File: src/rtl/mfb_frame_gen.sv
// Single-region MFB frame source: turns (length, metadata) requests into MFB words
// carrying an incrementing item pattern with SOF/EOF framing and a completed-frame counter.
module mfb_frame_gen #(
  parameter int REGION_SIZE = 8,
  parameter int BLOCK_SIZE  = 8,
  parameter int ITEM_WIDTH  = 8,
  parameter int META_WIDTH  = 16,
  parameter int LEN_WIDTH   = 16
) (
  input  logic                                       clk_i,
  input  logic                                       rst_ni,
  input  logic [LEN_WIDTH-1:0]                       req_len_i,
  input  logic [META_WIDTH-1:0]                      req_meta_i,
  input  logic                                       req_vld_i,
  output logic                                       req_rdy_o,
  output logic [REGION_SIZE*BLOCK_SIZE*ITEM_WIDTH-1:0] tx_data_o,
  output logic [META_WIDTH-1:0]                      tx_meta_o,
  output logic                                       tx_sof_o,
  output logic                                       tx_eof_o,
  output logic [$clog2(REGION_SIZE)-1:0]             tx_sof_pos_o,
  output logic [$clog2(REGION_SIZE*BLOCK_SIZE)-1:0]  tx_eof_pos_o,
  output logic                                       tx_src_rdy_o,
  input  logic                                       tx_dst_rdy_i,
  output logic [31:0]                                frames_sent_o
);
  localparam int WORD_ITEMS = REGION_SIZE * BLOCK_SIZE;
  localparam int DATA_W     = WORD_ITEMS * ITEM_WIDTH;
  localparam int LOG_WI     = $clog2(WORD_ITEMS);

  typedef enum logic [0:0] {IDLE = 1'b0, SEND = 1'b1} state_t;

  state_t                  state_q, state_d;
  logic [LEN_WIDTH-1:0]    len_q, len_d;
  logic [LEN_WIDTH-1:0]    last_q, last_d;
  logic [LEN_WIDTH-1:0]    cnt_q, cnt_d;
  logic [DATA_W-1:0]       data_q, data_d;
  logic [META_WIDTH-1:0]   meta_q, meta_d;
  logic                    sof_q, sof_d;
  logic                    eof_q, eof_d;
  logic [LOG_WI-1:0]       eof_pos_q, eof_pos_d;
  logic                    src_rdy_q, src_rdy_d;
  logic [31:0]             frames_q, frames_d;
  logic                    up_q;

  logic                    is_last_s;
  logic                    req_rdy_s;
  logic                    new_frame_s;
  logic [LEN_WIDTH-1:0]    req_last_s;
  logic [LEN_WIDTH-1:0]    cnt_inc_s;

  // Word widx of a len-item frame: item i = frame index mod 2^ITEM_WIDTH, zero past the end.
  function automatic logic [DATA_W-1:0] build_word(input logic [LEN_WIDTH-1:0] len,
                                                   input logic [LEN_WIDTH-1:0] widx);
    logic [LEN_WIDTH-1:0] base;
    logic [LEN_WIDTH-1:0] rem;
    logic [DATA_W-1:0]    word;
    base = widx << LOG_WI;
    rem  = len - base;
    word = '0;
    for (int i = 0; i < WORD_ITEMS; i++) begin
      if (LEN_WIDTH'(i) < rem) begin
        word[i*ITEM_WIDTH +: ITEM_WIDTH] = ITEM_WIDTH'(base + LEN_WIDTH'(i));
      end else begin
        word[i*ITEM_WIDTH +: ITEM_WIDTH] = '0;
      end
    end
    return word;
  endfunction

  assign is_last_s   = (state_q == SEND) && (cnt_q == last_q);
  assign req_rdy_s   = up_q && ((state_q == IDLE) || (is_last_s && tx_dst_rdy_i));
  assign new_frame_s = req_vld_i && req_rdy_s && (req_len_i != '0);
  assign req_last_s  = (req_len_i - LEN_WIDTH'(1)) >> LOG_WI;
  assign cnt_inc_s   = cnt_q + LEN_WIDTH'(1);

  // Next-state and output-register load logic.
  always_comb begin
    state_d   = state_q;
    len_d     = len_q;
    last_d    = last_q;
    cnt_d     = cnt_q;
    data_d    = data_q;
    meta_d    = meta_q;
    sof_d     = sof_q;
    eof_d     = eof_q;
    eof_pos_d = eof_pos_q;
    src_rdy_d = src_rdy_q;
    frames_d  = frames_q;

    case (state_q)
      IDLE: begin
        if (new_frame_s) begin
          state_d = SEND;
        end else begin
          state_d = IDLE;
        end
      end
      SEND: begin
        if (tx_dst_rdy_i && is_last_s && !new_frame_s) begin
          state_d = IDLE;
        end else begin
          state_d = SEND;
        end
      end
      default: state_d = IDLE;
    endcase

    if (is_last_s && tx_dst_rdy_i) begin
      frames_d = frames_q + 32'd1;
    end else begin
      frames_d = frames_q;
    end

    // A new frame always starts in word 0; otherwise a transfer advances or closes the frame.
    if (new_frame_s) begin
      len_d     = req_len_i;
      last_d    = req_last_s;
      cnt_d     = '0;
      data_d    = build_word(req_len_i, '0);
      meta_d    = req_meta_i;
      sof_d     = 1'b1;
      eof_d     = (req_last_s == '0);
      eof_pos_d = LOG_WI'(req_len_i - LEN_WIDTH'(1));
      src_rdy_d = 1'b1;
    end else if ((state_q == SEND) && tx_dst_rdy_i) begin
      if (is_last_s) begin
        src_rdy_d = 1'b0;
        sof_d     = 1'b0;
        eof_d     = 1'b0;
      end else begin
        cnt_d  = cnt_inc_s;
        data_d = build_word(len_q, cnt_inc_s);
        sof_d  = 1'b0;
        eof_d  = (cnt_inc_s == last_q);
      end
    end else begin
      src_rdy_d = src_rdy_q;
    end
  end

  // State and output registers; reset aborts any frame in flight.
  always_ff @(posedge clk_i or negedge rst_ni) begin
    if (!rst_ni) begin
      state_q   <= IDLE;
      len_q     <= '0;
      last_q    <= '0;
      cnt_q     <= '0;
      data_q    <= '0;
      meta_q    <= '0;
      sof_q     <= 1'b0;
      eof_q     <= 1'b0;
      eof_pos_q <= '0;
      src_rdy_q <= 1'b0;
      frames_q  <= 32'd0;
      up_q      <= 1'b0;
    end else begin
      state_q   <= state_d;
      len_q     <= len_d;
      last_q    <= last_d;
      cnt_q     <= cnt_d;
      data_q    <= data_d;
      meta_q    <= meta_d;
      sof_q     <= sof_d;
      eof_q     <= eof_d;
      eof_pos_q <= eof_pos_d;
      src_rdy_q <= src_rdy_d;
      frames_q  <= frames_d;
      up_q      <= 1'b1;
    end
  end

  assign req_rdy_o     = req_rdy_s;
  assign tx_data_o     = data_q;
  assign tx_meta_o     = meta_q;
  assign tx_sof_o      = sof_q;
  assign tx_eof_o      = eof_q;
  assign tx_sof_pos_o  = '0;
  assign tx_eof_pos_o  = eof_pos_q;
  assign tx_src_rdy_o  = src_rdy_q;
  assign frames_sent_o = frames_q;

endmodule

File: config.mk
export PLATFORM = sky130hd
export DESIGN_NAME = mfb_frame_gen
export DESIGN_NICKNAME = d
export VERILOG_FILES = /design/src/rtl/mfb_frame_gen.sv
export SDC_FILE = /design/constraint.sdc
export NUM_CORES = 1
export LEC_CHECK = 0
export CORE_AREA = 2 2 234 236
export CTS_CLUSTER_SIZE = 40
export DETAILED_ROUTE_END_ITERATION = 16
export DIE_AREA = 0 0 236 238
export HOLD_SLACK_MARGIN = 0.12
export PLACE_DENSITY = 0.7
export SLEW_MARGIN = 20
export SYNTH_ARGS = -nofsm -noshare
export SYNTH_HDL_FRONTEND = slang
export SYNTH_SLANG_ARGS = --single-unit
File: constraint.sdc
create_clock -name clk_i -period 3.9 [get_ports clk_i]
set_clock_uncertainty 0.1 [all_clocks]
set_input_delay 1.17 -clock clk_i [delete_from_list [all_inputs] [get_ports clk_i]]
set_output_delay 1.17 -clock clk_i [all_outputs]
set_load 0.01 [all_outputs]
; Word-level counts from Yosys, hierarchy flattened
; Cells that the tools add are included.
[word_totals]
regBits = 613
wordCells = 369
in_bits = 36
[classes]
magnitude_cmp = 127
n_addsub = 67
mux = 144
bitwise_logic = 1
n_reduce_logical = 15
eq_ne = 3
[op_table]
columns = op, n
row1 = $mux W512, 3
row2 = $lt A6 B16 Y1 const A, 64
row3 = $lt A5 B16 Y1 const A, 32
row4 = $mux W8, 64
row5 = $add A8 B6 Y8 const B, 32
row6 = $lt A4 B16 Y1 const A, 16
row7 = $mux W6, 32
row8 = $add A8 B5 Y8 const B, 16
row9 = $lt A3 B16 Y1 const A, 8
row10 = $mux W5, 16
row11 = $add A8 B4 Y8 const B, 8
row12 = $lt A2 B16 Y1 const A, 4
row13 = $lt A1 B16 Y1 const A, 3
row14 = $mux W16, 3
row15 = $add A32 B1 Y32 const B, 1
row16 = $add A8 B3 Y8 const B, 4
row17 = $eq A16 B10 Y1, 2
row18 = $mux W4, 8
row19 = $add A16 B1 Y16 const B, 1
row20 = $add A8 B2 Y8 const B, 2
row21 = $logic_not A16 Y1, 1
row22 = $reduce_bool A16 Y1, 1
row23 = $sub A16 B1 Y16 const B, 1
row24 = $sub A16 B16 Y16, 1
row25 = other kinds (12), 34

; Depth between registers and ports, before layout
; Gate-level depths: netlist of run 1.
[depth]
depth_word = 11
mapped_depth = 15
ltp_nobuf = 12

; Worst setup path after synthesis of run 1
; Ideal clock, no wire load.
[synth_path]
path_kind = reg2reg
start = register cnt_q[0]
end = register data_q[382], in the netlist tx_data_o[382]
period_less_slack_ps = 3910
arrival_time_ps = 3676
path_stages_with_launch = 16
setup_slack_ps = -10
required_ps = 3666
setup_ps = 134
cell_sequence = dfrtp_1 -> ha_1 -> nand2_1 -> nor2_1 -> xnor2_1 -> ha_1 -> clkbuf_1 -> o21ai_0 -> a222oi_1 -> o2111ai_1 -> a2111oi_0 -> o211ai_1 -> clkbuf_1 -> o31ai_1 -> clkbuf_1 -> nand2_1
[synth_via]
elab_chain_len = 9
elab_cells_between_ends = 18
classes_between = 3 x add/sub / 1 x order compare / 2 x eq/ne / 4 x mux / 8 x reduce/logical
[synth_rtl]
columns = element, line_no
row1 = from (decl), 35  ; logic [LEN_WIDTH-1:0] cnt_q, cnt_d;
row2 = from (signal assigned), 160  ; cnt_q <= cnt_d;
row3 = branches (longest 9 deep; another with $add A16 B1 Y16), -
row4 = to (signal assigned), 161  ; data_q <= data_d;
row5 = to (decl), 36  ; logic [DATA_W-1:0] data_q, data_d;
; Several ways; the timed one is not identified. The select of a mux whose other input is x is not followed.
; A chain may end at the register's enable or synchronous reset.

; Worst setup path in the final report of run 1
[layout_path]
start = register cnt_q[11]
end = output req_rdy_o
[layout_via]
elab_chain_len = 5
[layout_rtl]
columns = element, line_no
row1 = $eq A16 B10 Y1, 70  ; assign is_last_s = (state_q == SEND) && (cnt_q == last_q);
row2 = $logic_and A1 B1 Y1, 70
row3 = $logic_and A1 B1 Y1, 71  ; assign req_rdy_s = up_q && ((state_q == IDLE) || (is_last_s && tx_dst_rdy_i));
row4 = $logic_or A1 B1 Y1, 71
row5 = $logic_and A1 B1 Y1, 71
row6 = to (decl), 15  ; output logic req_rdy_o,
; Every way passes these cells.

==> impl_metrics.yaml, run 1 <==
critical_path:
  path_max_fanout: 7
  cp-start-kind: "register"
  r2r_start: "cnt_q[0]$_DFFE_PN0P_"
  r2r_slack_ps: 140
  reg2reg_depth: 14
  arrival_ps: 2540
  critPathKind: "register to output port"
  required_ps: 2630
  critPathCaptureType: "output port"
  r2r_end: "tx_data_o[172]$_DFFE_PN0P_"
detailed_routing:
  dr.pass1.iters: 6
  drt-initial-drc-count: 1216
  wl_per_cell_um: 21.4
  drtAntennaViolNets: 0
  vias: 14200
  viasPerCell: 5.04
  postRouteWirelength_um: 60500
  drcViolationCount: 0
yosys:
  synthTopCellsByArea: "dfrtp_1 (45%), buf_4 (15%), nand2_1 (5.0%)"
  async_reset_ff_frac: 1.00
  mappedNetlistArea_mm2: 0.0163
  yosys_warnings: 0
  synth_edf_count: 0
  synth_area_per_cell_um2: 9.21
  netlist_top_cells_count: "buf_4 (324), dfrtp_1 (292), nand2_1 (216)"
  synth-seq-area-share: 0.449
  synthFlopType: "dfrtp_1"
  ys_seq_elements: 292
  synth.most_common_cell: "buf_4"
  yosys.area.top_type: "dfrtp_1"
  syn-instance-count: 1766
  yosysUniqueCellTypes: 62
  yosys.area.top_type_share: 0.449
cts:
  cts_tree: "built"
  numCtsBuffers: 35
  clock_path_buffers: 3
  cts_root_buffer: "clkbuf_16"
  h-tree-depth: 2
  cts_hold_buf: 0
  clk_latency_ps: 550
  path_clk_slew_ps: 60
  clkSinkCount: 292
grt:
  grt_pass1_vias: 13800
  grt_max_degree: 74
  antenna_found_initial: 2
  gr-usage-all-layers: 0.208
  gr-total-overflow: 0
  grt_first_pass_wirelength_um: 88600
job:
  cap_violations: 0
floorplan:
  core_area_mm2: 0.0535
  die_area_mm2: 0.0562
  die_w_um: 236
  die_h_um: 238
  io_pins: 609
  rows: 85
  start_util: 0.304
status:
  status: "finished, final reports clean"
placed_design:
  hpwl_um: 45500
  place_ws_ps: -402
  placed_area_mm2: 0.0203
  portBuffers: 413
  routabilityCongestion: 0.938
pwr:
  p_sw_mw: 6.87
  irDropWorstVdd_mv: 0.416
  switching_share: 0.405
  pwr-share-seq: 0.304
  p_comb_frac: 0.484
  power.density_mw_per_mm2: 777
  internal_power_mw: 10.1
  leakage_nw: 9.23
  power.share.clock: 0.212
worst_hold_path:
  min_to: "tx_data_o[511]$_DFFE_PN0P_"
  min_from: "tx_data_o[511]$_DFFE_PN0P_"
  min_path_type: "register to register"
  hold_depth: 2
sta:
  layout_min_cycle_time_ps: 3810
  fmax_ghz: 0.262
  slew_violations: 0
  tightest_slew_ps: 1110
  setup_ws_ps: 87.3
  rsz0062_at_grt: "true"
  hold_viol: 0
  fin_crit_sh: 0.978
  slew_headroom: 0.262
  setup_violations: 0
finish:
  syn_to_final_growth_pct: 34.3
  finalInstanceArea_mm2: 0.0218
  layout.nets: 2153
  drive_above_1_share: 0.132
state kept, by name, indices dropped and copies added, names as in the netlist:
signal / cells
cnt_q: 16
frames_sent_o: 32
last_q: 10
len_q: 16
state_q: 1
tx_data_o: 191
tx_eof_o: 1
tx_eof_pos_o: 6
tx_meta_o: 16
tx_sof_o: 1
tx_src_rdy_o: 1
up_q: 1
routing by layer:
metal | track usage | share of wire
met1 | 0.267 | 0.41
met4 | 0.0654 | 0.025
met2 | 0.353 | 0.49
met3 | 0.0399 | 0.078
met5 | 0 | 0.00021
layout make-up:
class	instances	area (um^2)
antenna	1	2.50
clock buffer	43	956
clock inverter	17	290
fill	5151	31700
inverter	20	75.1
multi-input combinational	1213	7070
sequential	292	7310
tap	696	871
timing repair buffer	540	5270
critical path, cell delays in order (launching register included):
cell     delay (ps)
dfrtp_2         440
or4_1           520
or4_4           500
o41ai_4         240
and2_1          180
buf_4           130
logic make-up (layout without fill, tap and decap cells):
group                    Yosys count  count (layout)  synth area share
AO/OA/AOI/OAI                    435             435             0.164
XOR/XNOR                          75              75            0.0404
adder cells (fa/ha/maj)           15              15            0.0120
buffers and inverters            455             620             0.181
flip-flops                       292             292             0.449
multiplexers                      30              30            0.0208
other                              2             197          0.000462
AND/OR/NAND/NOR                  462             462             0.132
stage by stage:
step / TNS [ps] / utilization / cells / power, mW / hold slack (ps)
2_1_floorplan: -287 / - / 1960 / 9.04 / 356
3_5_place_dp: -47080 / 0.379 / 2754 / 13.0 / 368
3_3_place_gp: -33330 / 0.379 / 2754 / 12.9 / 365
5_1_grt: -122 / 0.408 / 2821 / 17.9 / 389
4_1_cts: 0 / 0.404 / 2816 / 16.8 / 377
6_report: 0 / 0.408 / 2822 / 17.0 / 377
power groups by stage:
stage | clock network [mW] | logic [mW] | registers, mW
2_1_floorplan | 0 | 3.83 | 5.21
3_3_place_gp | 0 | 7.69 | 5.17
3_5_place_dp | 0 | 7.85 | 5.19
4_1_cts | 3.68 | 7.97 | 5.17
5_1_grt | 3.80 | 8.80 | 5.30
6_report | 3.60 | 8.21 | 5.17
layout by cell type (no fill, tap or decap), types with 9 or more instances in the layout:
cell type,synthesis,routed
clkdlybuf4s50_1,0,411
dfrtp_1,292,290
nand2_1,216,212
conb_1,2,196
o21ai_0,146,146
buf_4,324,109
a21oi_1,83,82
nor2_1,85,81
a22oi_1,52,52
o22ai_1,49,49
xnor2_1,51,45
o211ai_1,43,43
clkbuf_16,0,35
mux2_2,30,30
nand3_1,25,25
xor2_1,24,24
inv_1,20,20
nor3_1,23,18
a31oi_1,17,17
and2_1,14,13
and3_1,13,13
buf_12,0,13
ha_1,14,11
nor3b_2,0,9
worst max-delay path by stage:
stage / start / to / slack, ps / depth (start not counted)
2_1_floorplan: cnt_q[0]$_DFFE_PN0P_ / tx_data_o[382]$_DFFE_PN0P_ / -10 / 15
5_1_grt: cnt_q[4]$_DFFE_PN0P_ / tx_data_o[172]$_DFFE_PN0P_ / -20 / 14
4_1_cts: cnt_q[0]$_DFFE_PN0P_ / tx_data_o[445]$_DFFE_PN0P_ / 6 / 15
3_3_place_gp: cnt_q[0]$_DFFE_PN0P_ / tx_data_o[463]$_DFFE_PN0P_ / -390 / 14
6_report: cnt_q[11]$_DFFE_PN0P_ / req_rdy_o / 90 / 5
3_5_place_dp: cnt_q[0]$_DFFE_PN0P_ / tx_data_o[461]$_DFFE_PN0P_ / -400 / 14
repair_timing:
action,4_1_cts,5_1_grt
buffers inserted,1,3
endpoints found under the setup margin,129,190
gates cloned,1,2
gates resized for setup,26,37
pin swaps,5,3
No activity file was read; power rests on OpenSTA's default activity.
==> run 2: changes to the inputs <==
CORE_AREA = 3 3 233 235   (was 2 2 234 236)
DONT_BUFFER_PORTS = 1   (was unset)
PLACE_DENSITY = 0.55   (was 0.7)
==> run 2 against run 1 <==
The run now ends with setup timing left. Clock power is 1% lower. Register-to-register slack improved by 50 ps. Combinational power decreased by 42%. Wire length is 2.8% lower. Sequential power up 17%. Critical path depth is 1 lower. Fmax down 2.2%.
==> impl_metrics.yaml, run 2 (synthesis results as in run 1) <==
sta:
  slew_violations: 0
  fmax_ghz: 0.256
  hold_viol: 0
  setup_violations: 1
  fin_crit_sh: 1.00
  slew_headroom: 0.356
  rsz0062_at_grt: "true"
  setup_ws_ps: -0.421
  tightest_slew_ps: 965
  layout_min_cycle_time_ps: 3900
floorplan:
  die_area_mm2: 0.0562
  die_w_um: 236
  die_h_um: 238
  core_area_mm2: 0.0524
  start_util: 0.310
  rows: 84
  io_pins: 609
status:
  violations: "setup timing"
  status: "complete, but fails checks"
finish:
  layout.nets: 1701
  syn_to_final_growth_pct: 5.38
  largest_register_ffs: 191
  final_common_cell: "dfrtp_1"
  layout_common_cells: "dfrtp_1 (285), nand2_1 (214), conb_1 (196)"
  drive_above_1_share: 0.136
  multi_input_area_mm2: 0.00690
  finalInstanceArea_mm2: 0.0171
  seq_area_mm2: 0.00732
  diodes: 0
  fillers: 5450
grt:
  gr-total-overflow: 0
  grt_first_pass_wirelength_um: 83200
  antenna_found_initial: 4
  grt_pass1_vias: 11600
  gr-usage-all-layers: 0.197
  grt_max_degree: 293
critical_path:
  arrival_ps: 2630
  critPathCaptureType: "output port"
  critPathKind: "register to output port"
  reg2reg_depth: 14
  required_ps: 2630
  cp-start-kind: "register"
  path_max_fanout: 4
pwr:
  pwr-share-seq: 0.420
  p_comb_frac: 0.333
  switching_share: 0.447
  power.density_mw_per_mm2: 839
  irDropWorstVdd_mv: 0.445
  leakage_nw: 7.28
  p_sw_mw: 6.43
  internal_power_mw: 7.95
  power.share.clock: 0.247
cts:
  cts_root_buffer: "clkbuf_16"
  clkSinkCount: 292
  path_clk_slew_ps: 60
  numCtsBuffers: 36
  cts_tree: "built"
  clock_path_buffers: 3
  clk_latency_ps: 570
  h-tree-depth: 2
placed_design:
  routabilityCongestion: 0.858
  placed_area_mm2: 0.0157
  place_ws_ps: -17.2
  hpwl_um: 42800
  portBuffers: 0
detailed_routing:
  drt-initial-drc-count: 1064
  drtAntennaViolNets: 0
  viasPerCell: 5.19
  vias: 12300
  wl_per_cell_um: 24.9
  drcViolationCount: 0
  postRouteWirelength_um: 58800
  dr.pass1.iters: 6
job:
  cap_violations: 0
worst_hold_path:
  min_path_type: "input pin to async pin"
-- run 2: cell types whose count changed in the layout (fill, tap and decap cells not counted), sizes merged --
cell           delta
clkdlybuf4s50   -411
clkinvlp          +2
buf              -42
clkinv            +1
clkbuf            +6
diode             -1
bufinv            -3
-- run 2: path summary, 6_finish.rpt --
path                       slack [ps]                   from                         end
max                              -0.4  cnt_q[14]$_DFFE_PN0P_                   req_rdy_o
min                               200                 rst_ni  tx_data_o[351]$_DFFE_PN0P_
max reg2reg                       190   cnt_q[1]$_DFFE_PN0P_  tx_data_o[279]$_DFFE_PN0P_
min reg2reg                       410  last_q[0]$_DFFE_PN0P_       last_q[0]$_DFFE_PN0P_
max in group asynchronous        2950                 rst_ni       cnt_q[11]$_DFFE_PN0P_
min in group clk_i                410  last_q[0]$_DFFE_PN0P_       last_q[0]$_DFFE_PN0P_
-- run 2: per-layer routing --
metal,wire length [um],global-route usage
met1,23200,0.246
met2,27000,0.307
met3,6710,0.0824
met4,1900,0.0647
met5,57,0
-- run 2: worst max-delay path, cell delays in order (launching register included) --
cell	delay [ps]
dfrtp_2	420
or4_1	530
or4_4	470
o41ai_4	410
and2_4	240
-- run 2: repair_timing --
action	in CTS	in global routing
hold buffers	0	0
setup endpoints to repair	11	186
resized for setup	7	22
cloned	0	1
pin swaps	0	6
setup buffers	0	11
-- run 2: cell type report --
cell class                 instances  area share
timing repair buffer              87      0.0437
inverter                          20     0.00438
clock buffer                      49      0.0595
multi-input combinational       1213       0.402
tap                              688      0.0502
clock inverter                    17      0.0133
sequential                       292       0.427
-- run 2: power by group through the flow --
stage               Combinational, mW  Clock (mW)  Sequential, mW
floorplan                        3.83           0            5.21
finish                           4.79        3.55            6.05
detailed placement               4.67           0            6.12
CTS                              4.71        3.63            6.09
global route                     5.27        3.74            6.21
global placement                 4.57           0            6.12
-- run 2: through the flow --
step	instances	hold slack (ps)	TNS [ps]	utilization	power (mW)
final	2366	201	-0.421	0.327	14.4
after global routing	2366	188	-75.2	0.327	15.2
after CTS	2354	181	-40.5	0.323	14.4
after detailed placement	2288	405	-31.0	0.299	10.8
after global placement	2288	391	-170	0.299	10.7
after floorplan	1960	356	-287	-	9.04
